**src/rtl/cv32e40p_tmr_fault_ctrl.sv**
```systemverilog
// rtl/cv32e40p_tmr_fault_ctrl.sv - TMR fault supervisor: leaky error counters, resync, duplex fallback
module cv32e40p_tmr_fault_ctrl #(
  parameter int ERR_THRESHOLD = 4,
  parameter int CNT_W         = 4,
  parameter int RESYNC_CYCLES = 8,
  parameter int LEAK_WINDOW   = 64
) (
  input  logic               clk,
  input  logic               rst_n,
  input  logic               vote_valid_i,
  input  logic [2:0]         err_i,
  input  logic               clear_i,
  input  logic               resync_ack_i,
  output logic [2:0]         replica_en_o,
  output logic               resync_req_o,
  output logic [1:0]         resync_id_o,
  output logic               fatal_o,
  output logic [1:0]         state_o,
  output logic [3*CNT_W-1:0] err_cnt_o
);

  localparam int LEAK_W = $clog2(LEAK_WINDOW + 1);
  localparam int TMO_W  = $clog2(RESYNC_CYCLES + 1);
  localparam logic [CNT_W-1:0]  CNT_MAX  = CNT_W'(ERR_THRESHOLD);
  localparam logic [LEAK_W-1:0] LEAK_END = LEAK_W'(LEAK_WINDOW - 1);
  localparam logic [TMO_W-1:0]  TMO_END  = TMO_W'(RESYNC_CYCLES - 1);

  typedef enum logic [1:0] {
    S_TMR    = 2'd0,
    S_RESYNC = 2'd1,
    S_DMR    = 2'd2,
    S_FATAL  = 2'd3
  } state_e;

  state_e             state_q, state_n;
  logic [2:0]         mask_q, mask_n;
  logic               req_q, req_n;
  logic [1:0]         id_q, id_n;
  logic               fatal_q, fatal_n;
  logic [CNT_W-1:0]   cnt_q [3];
  logic [CNT_W-1:0]   cnt_n [3];
  logic [LEAK_W-1:0]  leak_q, leak_n;
  logic [TMO_W-1:0]   tmo_q, tmo_n;
  logic [1:0]         err_idx;
  logic [CNT_W-1:0]   cnt_inc;
  logic [2:0]         err_other;

  always_ff @(posedge clk or negedge rst_n) begin
    if (!rst_n) begin
      state_q <= S_TMR;
      mask_q  <= 3'b111;
      req_q   <= 1'b0;
      id_q    <= 2'd0;
      fatal_q <= 1'b0;
      leak_q  <= '0;
      tmo_q   <= '0;
      for (int k = 0; k < 3; k++) cnt_q[k] <= '0;
    end else begin
      state_q <= state_n;
      mask_q  <= mask_n;
      req_q   <= req_n;
      id_q    <= id_n;
      fatal_q <= fatal_n;
      leak_q  <= leak_n;
      tmo_q   <= tmo_n;
      for (int k = 0; k < 3; k++) cnt_q[k] <= cnt_n[k];
    end
  end

  always_comb begin
    state_n   = state_q;
    mask_n    = mask_q;
    req_n     = req_q;
    id_n      = id_q;
    fatal_n   = fatal_q;
    leak_n    = leak_q;
    tmo_n     = tmo_q;
    for (int k = 0; k < 3; k++) cnt_n[k] = cnt_q[k];
    err_idx   = err_i[1] ? 2'd1 : (err_i[2] ? 2'd2 : 2'd0);
    cnt_inc   = (cnt_q[err_idx] == CNT_MAX) ? cnt_q[err_idx] : cnt_q[err_idx] + 1'b1;
    err_other = err_i & ~(3'b001 << id_q);

    if (clear_i) begin
      state_n = S_TMR;
      mask_n  = 3'b111;
      req_n   = 1'b0;
      fatal_n = 1'b0;
      leak_n  = '0;
      tmo_n   = '0;
      for (int k = 0; k < 3; k++) cnt_n[k] = '0;
    end else begin
      case (state_q)
        S_TMR: begin
          if (vote_valid_i) begin
            if (err_i == 3'b000) begin
              if (leak_q == LEAK_END) begin
                leak_n = '0;
                for (int k = 0; k < 3; k++)
                  if (cnt_q[k] != '0) cnt_n[k] = cnt_q[k] - 1'b1;
              end else begin
                leak_n = leak_q + 1'b1;
              end
            end else if ($onehot(err_i)) begin
              leak_n          = '0;
              cnt_n[err_idx]  = cnt_inc;
              if (cnt_inc == CNT_MAX) begin
                state_n         = S_DMR;
                mask_n[err_idx] = 1'b0;
              end else begin
                state_n = S_RESYNC;
                id_n    = err_idx;
                req_n   = 1'b1;
                tmo_n   = '0;
              end
            end else begin
              state_n = S_FATAL;
              fatal_n = 1'b1;
            end
          end
        end
        S_RESYNC: begin
          // Errors from the replica under resync are expected and ignored.
          if (vote_valid_i && err_other != 3'b000) begin
            state_n = S_FATAL;
            fatal_n = 1'b1;
            req_n   = 1'b0;
            tmo_n   = '0;
          end else if (resync_ack_i) begin
            state_n = S_TMR;
            req_n   = 1'b0;
            tmo_n   = '0;
          end else if (tmo_q == TMO_END) begin
            state_n      = S_DMR;
            mask_n[id_q] = 1'b0;
            req_n        = 1'b0;
            tmo_n        = '0;
          end else begin
            tmo_n = tmo_q + 1'b1;
          end
        end
        S_DMR: begin
          if (vote_valid_i && (err_i & mask_q) != 3'b000) begin
            state_n = S_FATAL;
            fatal_n = 1'b1;
          end
        end
        default: ;
      endcase
    end
  end

  assign replica_en_o = mask_q;
  assign resync_req_o = req_q;
  assign resync_id_o  = id_q;
  assign fatal_o      = fatal_q;
  assign state_o      = state_q;
  assign err_cnt_o    = {cnt_q[2], cnt_q[1], cnt_q[0]};

endmodule
```
**config.mk**
```make
export PLATFORM = sky130hd
export DESIGN_NAME = cv32e40p_tmr_fault_ctrl
export DESIGN_NICKNAME = d
export VERILOG_FILES = /design/src/rtl/cv32e40p_tmr_fault_ctrl.sv
export SDC_FILE = /design/constraint.sdc
export NUM_CORES = 1
export LEC_CHECK = 0
export CAP_MARGIN = 20
export CORE_ASPECT_RATIO = 1.4
export CORE_UTILIZATION = 40
export CTS_BUF_LIST = sky130_fd_sc_hd__clkbuf_16
export CTS_CLUSTER_DIAMETER = 100
export CTS_CLUSTER_SIZE = 14
export DETAILED_ROUTE_END_ITERATION = 10
export SETUP_SLACK_MARGIN = 0.15
export SKIP_LAST_GASP = 1
export SLEW_MARGIN = 20
export SYNTH_ARGS = -nofsm -noshare
export SYNTH_HDL_FRONTEND = slang
export SYNTH_SLANG_ARGS = --single-unit
export TNS_END_PERCENT = 50
```
**constraint.sdc**
```tcl
create_clock -name clk -period 3.2 [get_ports clk]
set_input_delay 0.48 -clock clk [delete_from_list [all_inputs] [get_ports clk]]
set_output_delay 0.48 -clock clk [all_outputs]
set_load 0.03 [all_outputs]
```
; ---- Word level (Yosys, flattened, before mapping)
; Cells that the tools add are included.
[totals]
latch_bits = 0
word_cells = 158
romBits = 0
ramBits = 0
memories = 0
regBits = 32
input_bits = 8
[classes]
bitwise_logic = 11
magnitude_cmp = 6
n_mul = 0
addsub = 8
eq_ne = 23
n_reduce_logical = 27
mux = 72
shift = 1
div_mod_pow = 0
[op_table]
columns = operator, n
row1 = $mux W12, 6
row2 = $mux W4, 15
row3 = $mux W7, 6
row4 = $ne A3 B3 Y1 const B, 11
row5 = $reduce_and A5 Y1, 5
row6 = $mux W3, 8
row7 = $mux W2, 11
row8 = $reduce_and A6 Y1, 3
row9 = $mux W1, 16
row10 = $reduce_bool A4 Y1, 4
row11 = $and A3 B3 Y3, 4
row12 = $bwmux W12, 1
row13 = $eq A4 B3 Y1 const B, 3
row14 = $ne A3 B2 Y1 const B, 4
row15 = $reduce_bool A3 Y1, 4
row16 = $sub A4 B1 Y4 const B, 3
row17 = $not A3 Y3, 3
row18 = $add A4 B1 Y4 const B, 2
row19 = $bmux W4 S2, 1
row20 = $demux W4 S2, 1
row21 = $pmux W4 S2, 1
row22 = $reduce_and A8 Y1, 1
row23 = $add A7 B1 Y7 const B, 1
row24 = $eq A7 B6 Y1 const B, 1
row25 = other kinds (22), 33

; ---- Longest topological paths before layout
; Gate-level depths: netlist (run 1).
[depth]
ltp_word = 15
mapped_depth = 11
ltp_nobuf = 10

; ---- Worst setup path before layout (run 1)
; No wires, ideal clock.
[synth_timing]
kind = in2reg
from = in err_i[0]
to = reg cnt_q (netlist bit err_cnt_o[3])
arrival_time_ns = 2.555
slack_ns = 0.541
cell_stages = 9
t_required_ns = 3.096
n_path_buf = 1
path_cell_list = clkbuf_1 -> inv_1 -> fa_1 -> nand2b_1 -> a21oi_1 -> and3_1 -> o21ai_1 -> or4b_1 -> o311ai_1
[synth_between]
elab_chain_len = 5
elab_cells_between_ends = 12
cone_classes = 2 x add/sub / 3 x eq/ne / 4 x mux / 3 x reduce/logical
[synth_rtl]
columns = item, line_no
row1 = from (decl), 11  ; input logic [2:0] err_i,
row2 = $add A1 B1 Y2 (implied by the code) / $logic_not A3 Y1 (equally long branches), "103, 95"
row3 = $add A2 B1 Y2 (implied by the code) / $mux W12 (equally long branches), "103, 95"
row4 = $eq A2 B1 Y1 / $mux W12 (equally long branches), "103, 94"
row5 = $reduce_bool A3 Y1 (no line) / $mux W12 (equally long branches), n/a
row6 = $reduce_and A5 Y1 (no line) / $mux W12 (equally long branches), n/a
row7 = to (decl), 40  ; logic [CNT_W-1:0] cnt_q [3];
; Parallel ways exist; a longest one is shown, timed or not. The select of a mux whose other input is x is not followed.
; A chain may end at the register's enable or synchronous reset.

; ---- Worst setup path in the final report (run 1)
[layout_timing]
from = in err_i[2]
to = reg id_q[0] (netlist: resync_id_o[0])
[layout_between]
elab_chain_len = 11
elab_cells_between_ends = 16
cone_classes = 2 x add/sub / 3 x eq/ne / 6 x mux / 3 x bitwise / 2 x reduce/logical
[layout_rtl]
columns = item, line_no
row1 = $mux W2 (2 in series), 79  ; err_idx = err_i[1] ? 2'd1 : (err_i[2] ? 2'd2 : 2'd0);
row2 = $not A2 Y3 (implied by the code), 80  ; cnt_inc = (cnt_q[err_idx] == CNT_MAX) ? cnt_q[err_idx] : cnt_q[err_idx] + 1'b1;
row3 = $bmux W4 S2, 80
row4 = $mux W4 (implied by the code) (2 in series), 80
row5 = $add A4 B1 Y4 / $eq A4 B3 Y1 (equally long branches), 80
row6 = $mux W4, 80
row7 = $eq A4 B3 Y1, 106  ; if (cnt_inc == CNT_MAX) begin
row8 = $not A1 Y1 (no line), n/a
row9 = $reduce_and A6 Y1 (no line) *, n/a
row10 = to (signal assigned), 62  ; id_q <= id_n;
row11 = to (decl), 38  ; logic [1:0] id_q, id_n;
; Every way passes the cells marked *; elsewhere a longest branch is shown, timed or not. The select of a mux whose other input is x is not followed.

==> run metrics, run 1 <==
share of cells above drive strength 1 0.1300; Max-Cap Viols 0; Final Slew Violations 0; final worst slack between 0.2 and 0.3 ns; fill count 552; syn nets 301; clock buffer depth 2; most frequent cells in the layout 29 x dfrtp_1, 28 x nor2_1, 28 x clkdlybuf4s50_1; DR pass1 iterations 4; Total Nets Final 341; clock latency on the worst-skew pair 0.28 ns; logic gate share of total power 0.440; Sequential Area 804.5 µm²; Yosys warnings 0; Clock Sinks 32; Hold Crit Depth 2; cell internal pwr 1.057 mW; Critical Path Fanout Max 8; Tcrit/Tclk final 0.9216; commonest non-fill, non-tap cell in the layout dfrtp_1; Placer Congestion between 0.8 and 0.9; clock-pin slew on the worst setup and hold paths around 0.05 ns; hold path endpoint replica_en_o[2]$_DFFE_PN1P_; worst min-delay path startpoint replica_en_o[2]$_DFFE_PN1P_; status completed; Cells after Synth 282; switching pwr between 0.6 and 0.7 mW; drt drc 0; Fmax ~0.34 GHz; core area approximately 5600 µm²; Place WS 0.001220 ns; Worst EP required 3.36 ns; CTS tree yes; FF-to-FF Start err_cnt_o[9]$_DFFE_PN0P_; Multi-input gate area 1450 µm²; Avg WL per Cell 16.60 µm; Global Route Usage Sum 0.2284; Tot Pwr 1.751 mW; via density per instance 5.849; ANT cells 0; clock power share 0.259; hpwl dp between 4000 and 5000 µm; Starting DRT DRC Count 137; post-layout min period 2.949 ns; Root Driver clkbuf_16; hold crit path type reg -> reg; routed vias 2,287; Async SR Flop Fraction 1.000; crit path capture type flop; mapped cell area 2381 µm²; Final ANT Viol Nets 0; CP Class in -> reg; IO Count 29; Synth Register Bits 32; Peak VDD IR 0.0002774 V; CP startpoint kind primary input; main flop type after synthesis dfrtp_1; H-tree Lvls 2; Post-synth EDFFs 0; setup violators final 0; FF-to-FF End resync_id_o[0]$_DFFE_PN0P_; total CTS buffers 5; initial core utilization 0.4248; Util after Layout 0.5299; Critical Path AT roughly 3.1 ns; Switching Fraction 0.3960; cts hold-fix bufs 0; DRT Wirelength 6489 µm; grt ovf 0; Die Y 93.29 µm; Yosys cell types 61; sequential element share of the synthesized area 0.3379; reg-to-reg setup timing slack around 0.65 ns; Worst R2R Path Depth 8; Chip Width ~67 µm; port bufs 28; initial antenna violation count 0; row cnt 32; clock skew 0.005208 ns; pin count of the biggest net entering global routing 33; vias in the first global route approximately 2,100; first-pass GRT wire length 10,680 µm; Seq pwr share 0.301; leak pwr 1.223 nW; Syn Area/Cell roughly 8.4 µm²; RSZ-0062 raised after global routing no; PwrDens 589.3 nW/µm²; setup_tns 0 ns; slew margin rel. 0.4172; minimum hold slack 0.4975 ns; die area 6270 µm²; Fin. Hold Viols 0; Synth-to-Final Area Change 24.75%; worst slew pin tran 0.8668 ns
==> worst max path at each step <==
stage | depth (start not counted) | to | slack, ns | start
2_1_floorplan | 9 | err_cnt_o[3]$_DFFE_PN0P_ | 0.54 | err_i[0]
6_report | 9 | resync_id_o[0]$_DFFE_PN0P_ | 0.25 | err_i[2]
4_1_cts | 9 | resync_id_o[0]$_DFFE_PN0P_ | 0.29 | err_i[2]
3_3_place_gp | 8 | tmo_q[0]$_DFFE_PN0P_ | 0.10 | err_i[2]
5_1_grt | 9 | resync_id_o[0]$_DFFE_PN0P_ | 0.16 | err_i[2]
3_5_place_dp | 9 | resync_id_o[0]$_DFFE_PN0P_ | 0.001 | err_i[2]
==> per-layer routing <==
layer	global-route usage	up-vias	routed length (µm)
met2	0.3758	57	3349
met4	0.1011	0	172
met1	0.2866	1099	2763
li1	-	1117	-
met3	0.03659	14	204
met5	0	-	0
==> synthesized netlist by cell type (2+ instances only) <==
cell / count / area [µm²]
dfrtp_1: 29 / 725.7
nand3_1: 8 / 40.04
nor2b_1: 4 / 25.02
nor3_1: 7 / 35.03
buf_6: 2 / 22.52
nand2b_1: 7 / 43.79
nand4_1: 2 / 12.51
or4_1: 2 / 15.01
inv_1: 19 / 71.32
nand2_1: 25 / 93.84
o221ai_1: 2 / 17.52
o21ai_0: 25 / 125.1
mux2_2: 5 / 56.30
and3_1: 4 / 25.02
nor2_1: 28 / 105.1
nand3b_1: 4 / 30.03
nor4_1: 3 / 18.77
mux2i_1: 6 / 60.06
or3_1: 3 / 18.77
o211ai_1: 3 / 22.52
o21ai_1: 3 / 15.01
a21oi_1: 10 / 50.05
dfstp_2: 3 / 78.83
o32a_1: 3 / 30.03
a311oi_1: 2 / 17.52
o22ai_1: 3 / 18.77
ha_1: 10 / 125.1
o31ai_1: 8 / 60.06
o22a_1: 2 / 17.52
a31oi_1: 5 / 31.28
a211oi_1: 2 / 15.01
clkbuf_1: 11 / 41.29
o21ai_2: 2 / 17.52
mux2_1: 3 / 33.78
==> critical path, stage by stage <==
cell	delay, ns
clkdlybuf4s50_1	0.57
mux2_2	0.37
mux2i_2	0.19
ha_2	0.24
o211ai_1	0.13
or3b_1	0.40
o311a_4	0.18
o21ai_1	0.21
mux2_2	0.35
==> logic make-up after synthesis <==
group / share of synthesized area
xor gates and xnor gates: 0.003679
buffers and inverters: 0.05885
and+or+nand+nor: 0.2333
adders and majority gates: 0.06096
muxes: 0.06306
DFF: 0.3379
AOI/OAI and AO/OA: 0.2423
==> power by group through the flow <==
| stage | clock, mW | combinational (mW) | sequential [mW] |
|---|---|---|---|
| after floorplan | 0 | 0.414 | 0.613 |
| after global placement | 0 | 0.753 | 0.534 |
| after detailed placement | 0 | 0.755 | 0.535 |
| after CTS | 0.463 | 0.760 | 0.528 |
| after global routing | 0.479 | 0.838 | 0.536 |
| final | 0.454 | 0.770 | 0.527 |
==> flip-flops by register name (all words and copies together), names as in the netlist <==
name / cells
resync_req_o: 1
replica_en_o: 3
leak_q: 7
fatal_o: 1
resync_id_o: 2
state_o: 2
err_cnt_o: 12
tmo_q: 4
==> through the flow <==
stage | instances | instance area [µm²]
global route | 391 | 2970
CTS | 391 | 2957
finish | 391 | 2970
detailed placement | 383 | 2820
global placement | 383 | 2820
floorplan | 282 | 2381
==> what timing repair did <==
action                                  CTS  global route
endpoints found under the setup margin    0             4
buffers inserted                          0             0
resized for setup                         0             3
==> cell type report <==
class	count	share of cell area
Multi-Input combinational cell	217	0.4882
Sequential cell	32	0.2709
Tap cell	68	0.02864
Timing Repair Buffer	47	0.1424
Clock inverter	3	0.003791
Inverter	19	0.02401
Clock buffer	5	0.04212
(Power assumes the default switching activity.)
==> run 2, diff against run 1 <==
Settings changed: HOLD_SLACK_MARGIN set to 0.1, PLACE_DENSITY set to 0.57.
==> run 2 against run 1 <==
First-iteration DRC count decreased by 52%. Cell count unchanged. Flip-flop and latch count unchanged. Maximum frequency rose by 2.4%. Combinational power hardly changed. Critical path depth rose by 1. Clock skew rose by 0.0015 ns. Worst hold slack gained 0.0057 ns. Clock power fell by 2%. Die area is the same. Critical path type unchanged. Largest cell class unchanged.
==> run metrics, run 2 (synthesized netlist as in run 1, its figures left out) <==
cts hold-fix bufs 0 (unchanged); Final Slew Violations 0 (unchanged); Starting DRT DRC Count 66 (was 137); worst slew pin tran 0.8408 ns (was 0.8668 ns); CP Class in -> reg (unchanged); Critical Path Fanout Max 12 (was 8); family with the most delay on the worst path simple AND/OR/NAND/NOR gates (was multiplexers); commonest non-fill, non-tap cell in the layout dfrtp_1 (unchanged); hold crit path type reg -> reg (unchanged); Tot Pwr 1.743 mW (was 1.751 mW); leak pwr 1.223 nW (about the same); post-layout min period 2.880 ns (was 2.949 ns); clock latency on the worst-skew pair 0.28 ns (about the same); routed vias 2,286 (was 2,287); die area 6270 µm² (unchanged); max reg flops 12 (unchanged); share of cells above drive strength 1 0.1269 (was 0.1300); Avg WL per Cell 17.37 µm (was 16.60 µm); Util after Layout 0.5281 (was 0.5299); vias in the first global route 2,347 (was 2,142); Final ANT Viol Nets 0 (unchanged); PwrDens 588.8 nW/µm² (was 589.3 nW/µm²); total CTS buffers 5 (unchanged); pin count of the biggest net entering global routing 33 (unchanged); via density per instance 5.847 (was 5.849); core area 5605 µm² (unchanged); Critical-path top delay cell clkdlybuf4s50_1 (unchanged); DRT Wirelength 6792 µm (was 6489 µm); H-tree Lvls 2 (unchanged); clock-pin slew on the worst setup and hold paths 0.05 ns (about the same); IO Count 29 (unchanged); clock skew 0.006661 ns (was 0.005208 ns); Die Y 93.29 µm (unchanged); ANT cells 0 (unchanged); worst-path cell chain clkdlybuf4s50_1 -> buf_4 -> inv_1 -> fa_1 -> nand2b_1 -> a21oi_1 -> and3_1 -> o21ai_1 -> or4b_1 -> o311ai_1 (was clkdlybuf4s50_1 -> mux2_2 -> mux2i_2 -> ha_2 -> o211ai_1 -> or3b_1 -> o311a_4 -> o21ai_1 -> mux2_2); Placer Congestion 0.9022 (was 0.8430); Root Driver clkbuf_16 (unchanged); Largest stage delay, worst path 0.55 ns (was 0.57 ns); RSZ-0062 raised after global routing no (unchanged); reg-to-reg setup timing slack 0.66 ns (was 0.65 ns); first-pass GRT wire length 11,460 µm (was 10,680 µm); Global Route Usage Sum 0.2455 (was 0.2284); Chip Width 67.21 µm (unchanged); initial core utilization 0.4248 (unchanged); CP startpoint kind primary input (unchanged); final worst slack 0.3199 ns (was 0.2509 ns); Worst EP required 3.37 ns (was 3.36 ns); Fin. Hold Viols 0 (unchanged); slew margin rel. 0.4346 (was 0.4172); post-CTS setup buffer count 0 (unchanged); WP buf/inv 3 (was 1); Synth-to-Final Area Change 24.33% (was 24.75%); Critical Path AT 3.05 ns (was 3.11 ns); Place WS 0.04285 ns (was 0.001220 ns); DR pass1 iterations 4 (unchanged); Total Nets Final 341 (unchanged); setup violators final 0 (unchanged); drt drc 0 (unchanged); hpwl dp 5194 µm (was 4860 µm); setup_tns 0 ns (unchanged); port bufs 28 (unchanged); most frequent cells in the layout 29 x dfrtp_1, 28 x nor2_1, 28 x clkdlybuf4s50_1 (unchanged); Fmax 0.3472 GHz (was 0.3391 GHz); fill count 556 (was 552); grt ovf 0 (unchanged); status completed (unchanged); Max-Cap Viols 0 (unchanged); initial antenna violation count 0 (unchanged); row cnt 32 (unchanged); Clock Sinks 32 (unchanged); Peak VDD IR 0.0002913 V (was 0.0002774 V); Tcrit/Tclk final 0.9000 (was 0.9216); Resize count post-CTS 0 (unchanged); crit path capture type flop (unchanged); clock buffer depth 2 (unchanged); CTS tree yes (unchanged)
==> run 2: cell counts in the layout (fill, tap and decap cells not counted) <==
Identical to the previous run, type by type.
==> run 2: power breakdown <==
group          internal [mW]  total, mW  switching, mW
combinational          0.316      0.770          0.454
clock                  0.279      0.446          0.167
sequential             0.460      0.527         0.0673
==> run 2: final timing paths <==
check                                                 start                     endpoint  cells past startpoint
worst min register to register  replica_en_o[1]$_DFFE_PN1P_  replica_en_o[1]$_DFFE_PN1P_                      2
min in group asynchronous                             rst_n       state_o[1]$_DFFE_PN0P_                      2
worst max register to register     err_cnt_o[8]$_DFFE_PN0P_   resync_id_o[0]$_DFFE_PN0P_                     10
max in group asynchronous                             rst_n  replica_en_o[0]$_DFFE_PN1P_                      2
worst min-delay path            replica_en_o[1]$_DFFE_PN1P_  replica_en_o[1]$_DFFE_PN1P_                      2
worst max-delay path                               err_i[2]     err_cnt_o[3]$_DFFE_PN0P_                     10
==> run 2: area by class of cell <==
| cell class | instances | area (µm²) | share of cell area |
|---|---|---|---|
| clock buffer | 5 | 125.1 | 0.04227 |
| clock inverter | 3 | 11.26 | 0.003804 |
| inverter | 19 | 71.32 | 0.02409 |
| multi-input combinational | 217 | 1440 | 0.4865 |
| sequential | 32 | 804.5 | 0.2718 |
| tap | 68 | 85.08 | 0.02874 |
| timing repair buffer | 47 | 422.9 | 0.1429 |
==> run 2: per-layer routing <==
metal,global-route usage,up-vias,wire length (µm)
met5,0,-,0
met4,0.08688,0,142
met3,0.03537,10,237
met2,0.4558,56,3703
met1,0.2721,1106,2709
li1,-,1114,-
==> run 2: worst reg2reg max path: stages (launching register included) <==
cell      delay (ns)
dfrtp_1         0.44
mux2i_1         0.12
o21ai_2         0.16
inv_1           0.06
ha_1            0.23
inv_1           0.06
o211ai_1        0.11
mux2_2          0.30
o311a_4         0.40
o21ai_1         0.20
mux2_2          0.35
==> run 2: per-stage QoR <==
step / std cells / hold slack (ns) / instance area (µm²)
floorplan: 282 / 0.1844 / 2381
global placement: 383 / 0.4908 / 2820
detailed placement: 383 / 0.4879 / 2820
CTS: 391 / 0.5020 / 2957
global route: 391 / 0.5289 / 2960
finish: 391 / 0.5032 / 2960
==> run 3, diff against run 2 <==
Settings changed: CORE_UTILIZATION 40 to 34, PLACE_DENSITY 0.57 to 0.49.
==> run 3 against run 2 <==
Worst hold slack worse by 0.0036 ns. Wire length is 1.2% higher. First-iteration DRC count is 59% higher. Final area is 1.0% higher. Non-clock buffer count stayed put. Die area is 17% higher. Setup slack worse by 0.0011 ns. Maximum frequency hardly changed. Sequential power hardly changed. Clock-buffer cell count stayed put. Total power is 0.38% lower. Core utilization is 7.9 points lower.
==> run metrics, run 3 (synthesized netlist as in run 1, its figures left out) <==
row cnt 35 (was 32); Tcrit/Tclk final 0.9004 (was 0.9000); Max-Cap Viols 0 (unchanged); met2 GRT Util 0.3738 (was 0.4558); routed vias 2,237 (was 2,286); Final Slew Violations 0 (unchanged); commonest non-fill, non-tap cell in the layout dfrtp_1 (unchanged); Multi-input gate area 1440 µm² (unchanged); worst min-delay path startpoint replica_en_o[0]$_DFFE_PN1P_ (was replica_en_o[1]$_DFFE_PN1P_); initial antenna violation count 0 (unchanged); via density per instance 5.390 (was 5.847); H-tree Lvls 2 (unchanged); fill count 692 (was 556); total CTS buffers 5 (unchanged); Sequential Area 804.5 µm² (unchanged); most frequent cells in the layout 29 x dfrtp_1, 28 x nor2_1, 28 x clkdlybuf4s50_1 (unchanged); Tot Pwr 1.737 mW (was 1.743 mW); crit path capture type flop (unchanged); Synth-to-Final Area Change 25.59% (was 24.33%); Die Y 101.0 µm (was 93.29 µm); post-CTS setup buffer count 0 (unchanged); Critical Path Fanout Max 8 (was 12); setup_tns 0 ns (unchanged); Hold Crit Depth 2 (unchanged); clock-pin slew on the worst setup and hold paths 0.05 ns (about the same); setup violators final 0 (unchanged); IO Count 29 (unchanged); die area 7346 µm² (was 6270 µm²); status completed (unchanged); leak pwr 1.223 nW (about the same); Avg WL per Cell 16.57 µm (was 17.37 µm); Clock Sinks 32 (unchanged); PwrDens 580.7 nW/µm² (was 588.8 nW/µm²); Util after Layout 0.4492 (was 0.5281); reg-to-reg setup timing slack 0.65 ns (was 0.66 ns); post-layout min period 2.881 ns (was 2.880 ns); Peak VDD IR 0.0002450 V (was 0.0002913 V); placed cell count 407 (was 383); CP startpoint kind primary input (unchanged); max reg flops 12 (unchanged); drt drc 0 (unchanged); Root Driver clkbuf_16 (unchanged); clock skew 0.003915 ns (was 0.006661 ns); non-filler cells, final 415 (was 391); Critical Path AT 3.04 ns (was 3.05 ns); Placer Congestion 0.8314 (was 0.9022); clock latency on the worst-skew pair 0.27 ns (was 0.28 ns); DRT Wirelength 6875 µm (was 6792 µm); hold path endpoint replica_en_o[0]$_DFFE_PN1P_ (was replica_en_o[1]$_DFFE_PN1P_); ANT cells 0 (unchanged); Resize count post-CTS 0 (unchanged); Fin. Hold Viols 0 (unchanged); Worst EP required 3.36 ns (was 3.37 ns); port bufs 28 (unchanged); Final ANT Viol Nets 0 (unchanged); clock buffer depth 2 (unchanged); RSZ-0062 raised after global routing yes (was no); Fmax 0.3471 GHz (was 0.3472 GHz); first-pass GRT wire length 11,340 µm (was 11,460 µm); pin count of the biggest net entering global routing 33 (unchanged); CTS tree yes (unchanged); DR pass1 iterations 4 (unchanged); share of cells above drive strength 1 0.1269 (unchanged); grt met1 use 0.2322 (was 0.2721); hpwl dp 5314 µm (was 5194 µm); vias in the first global route 2,213 (was 2,347); initial core utilization 0.3577 (was 0.4248); slew margin rel. 0.4425 (was 0.4346); minimum hold slack 0.4997 ns (was 0.5032 ns); Starting DRT DRC Count 105 (was 66); FF-to-FF End resync_id_o[0]$_DFFE_PN0P_ (unchanged); worst slew pin tran 0.8291 ns (was 0.8408 ns); CP Class in -> reg (unchanged); cts hold-fix bufs 0 (unchanged); hold crit path type reg -> reg (unchanged); core area 6656 µm² (was 5605 µm²); Chip Width 72.73 µm (was 67.21 µm); grt ovf 0 (unchanged); FF-to-FF Start err_cnt_o[9]$_DFFE_PN0P_ (was err_cnt_o[8]$_DFFE_PN0P_); grt peak-use layer met2 (unchanged); Global Route Usage Sum 0.2021 (was 0.2455); Worst R2R Path Depth 8 (was 10); met3 GRT Util 0.03100 (was 0.03537); Total Nets Final 341 (unchanged)
[run 3: metal layers]
| layer | share of wire | vias to the layer above |
|---|---|---|
| met4 | 0.021 | 0 |
| met3 | 0.028 | 11 |
| met1 | 0.40 | 1064 |
| met5 | 0 | - |
| met2 | 0.55 | 45 |
| li1 | - | 1117 |
[run 3: area by class of cell]
| class | instances | share of cell area |
|---|---|---|
| timing repair buffer | 47 | 0.1414 |
| tap | 92 | 0.03849 |
| multi-input combinational | 217 | 0.4816 |
| clock inverter | 3 | 0.003766 |
| sequential | 32 | 0.2690 |
| clock buffer | 5 | 0.04184 |
| inverter | 19 | 0.02385 |
[run 3: metrics by stage]
| stage | area [µm²] | setup slack, ns |
|---|---|---|
| 6_report | 2990 | 0.3188 |
| 5_1_grt | 2990 | 0.1449 |
| 4_1_cts | 2987 | 0.2795 |
| 3_5_place_dp | 2850 | 0.004382 |
| 3_3_place_gp | 2850 | 0.02706 |
| 2_1_floorplan | 2381 | 0.5415 |
[run 3: how the worst max path moves through the flow]
stage                                       to  slack, ns  startpoint
global placement          tmo_q[0]$_DFFE_PN0P_       0.03    err_i[1]
floorplan             err_cnt_o[3]$_DFFE_PN0P_       0.54    err_i[0]
CTS                   err_cnt_o[3]$_DFFE_PN0P_       0.28    err_i[2]
detailed placement    err_cnt_o[3]$_DFFE_PN0P_      0.004    err_i[2]
finish              resync_id_o[0]$_DFFE_PN0P_       0.32    err_i[1]
global route        resync_id_o[1]$_DFFE_PN0P_       0.14    err_i[2]
[run 3: where the power goes]
part | switching [mW] | internal (mW) | total (mW)
sequential | 0.0661 | 0.460 | 0.526
clock | 0.170 | 0.280 | 0.449
combinational | 0.447 | 0.315 | 0.762
total | 0.683 | 1.05 | 1.74
[run 3: critical path: stages]
cell             delay, ns
clkdlybuf4s50_1       0.58
inv_1                 0.17
mux2i_1               0.18
ha_1                  0.23
inv_1                 0.06
o211ai_1              0.09
mux2_2                0.29
o311a_4               0.40
o21ai_1               0.20
mux2_2                0.35
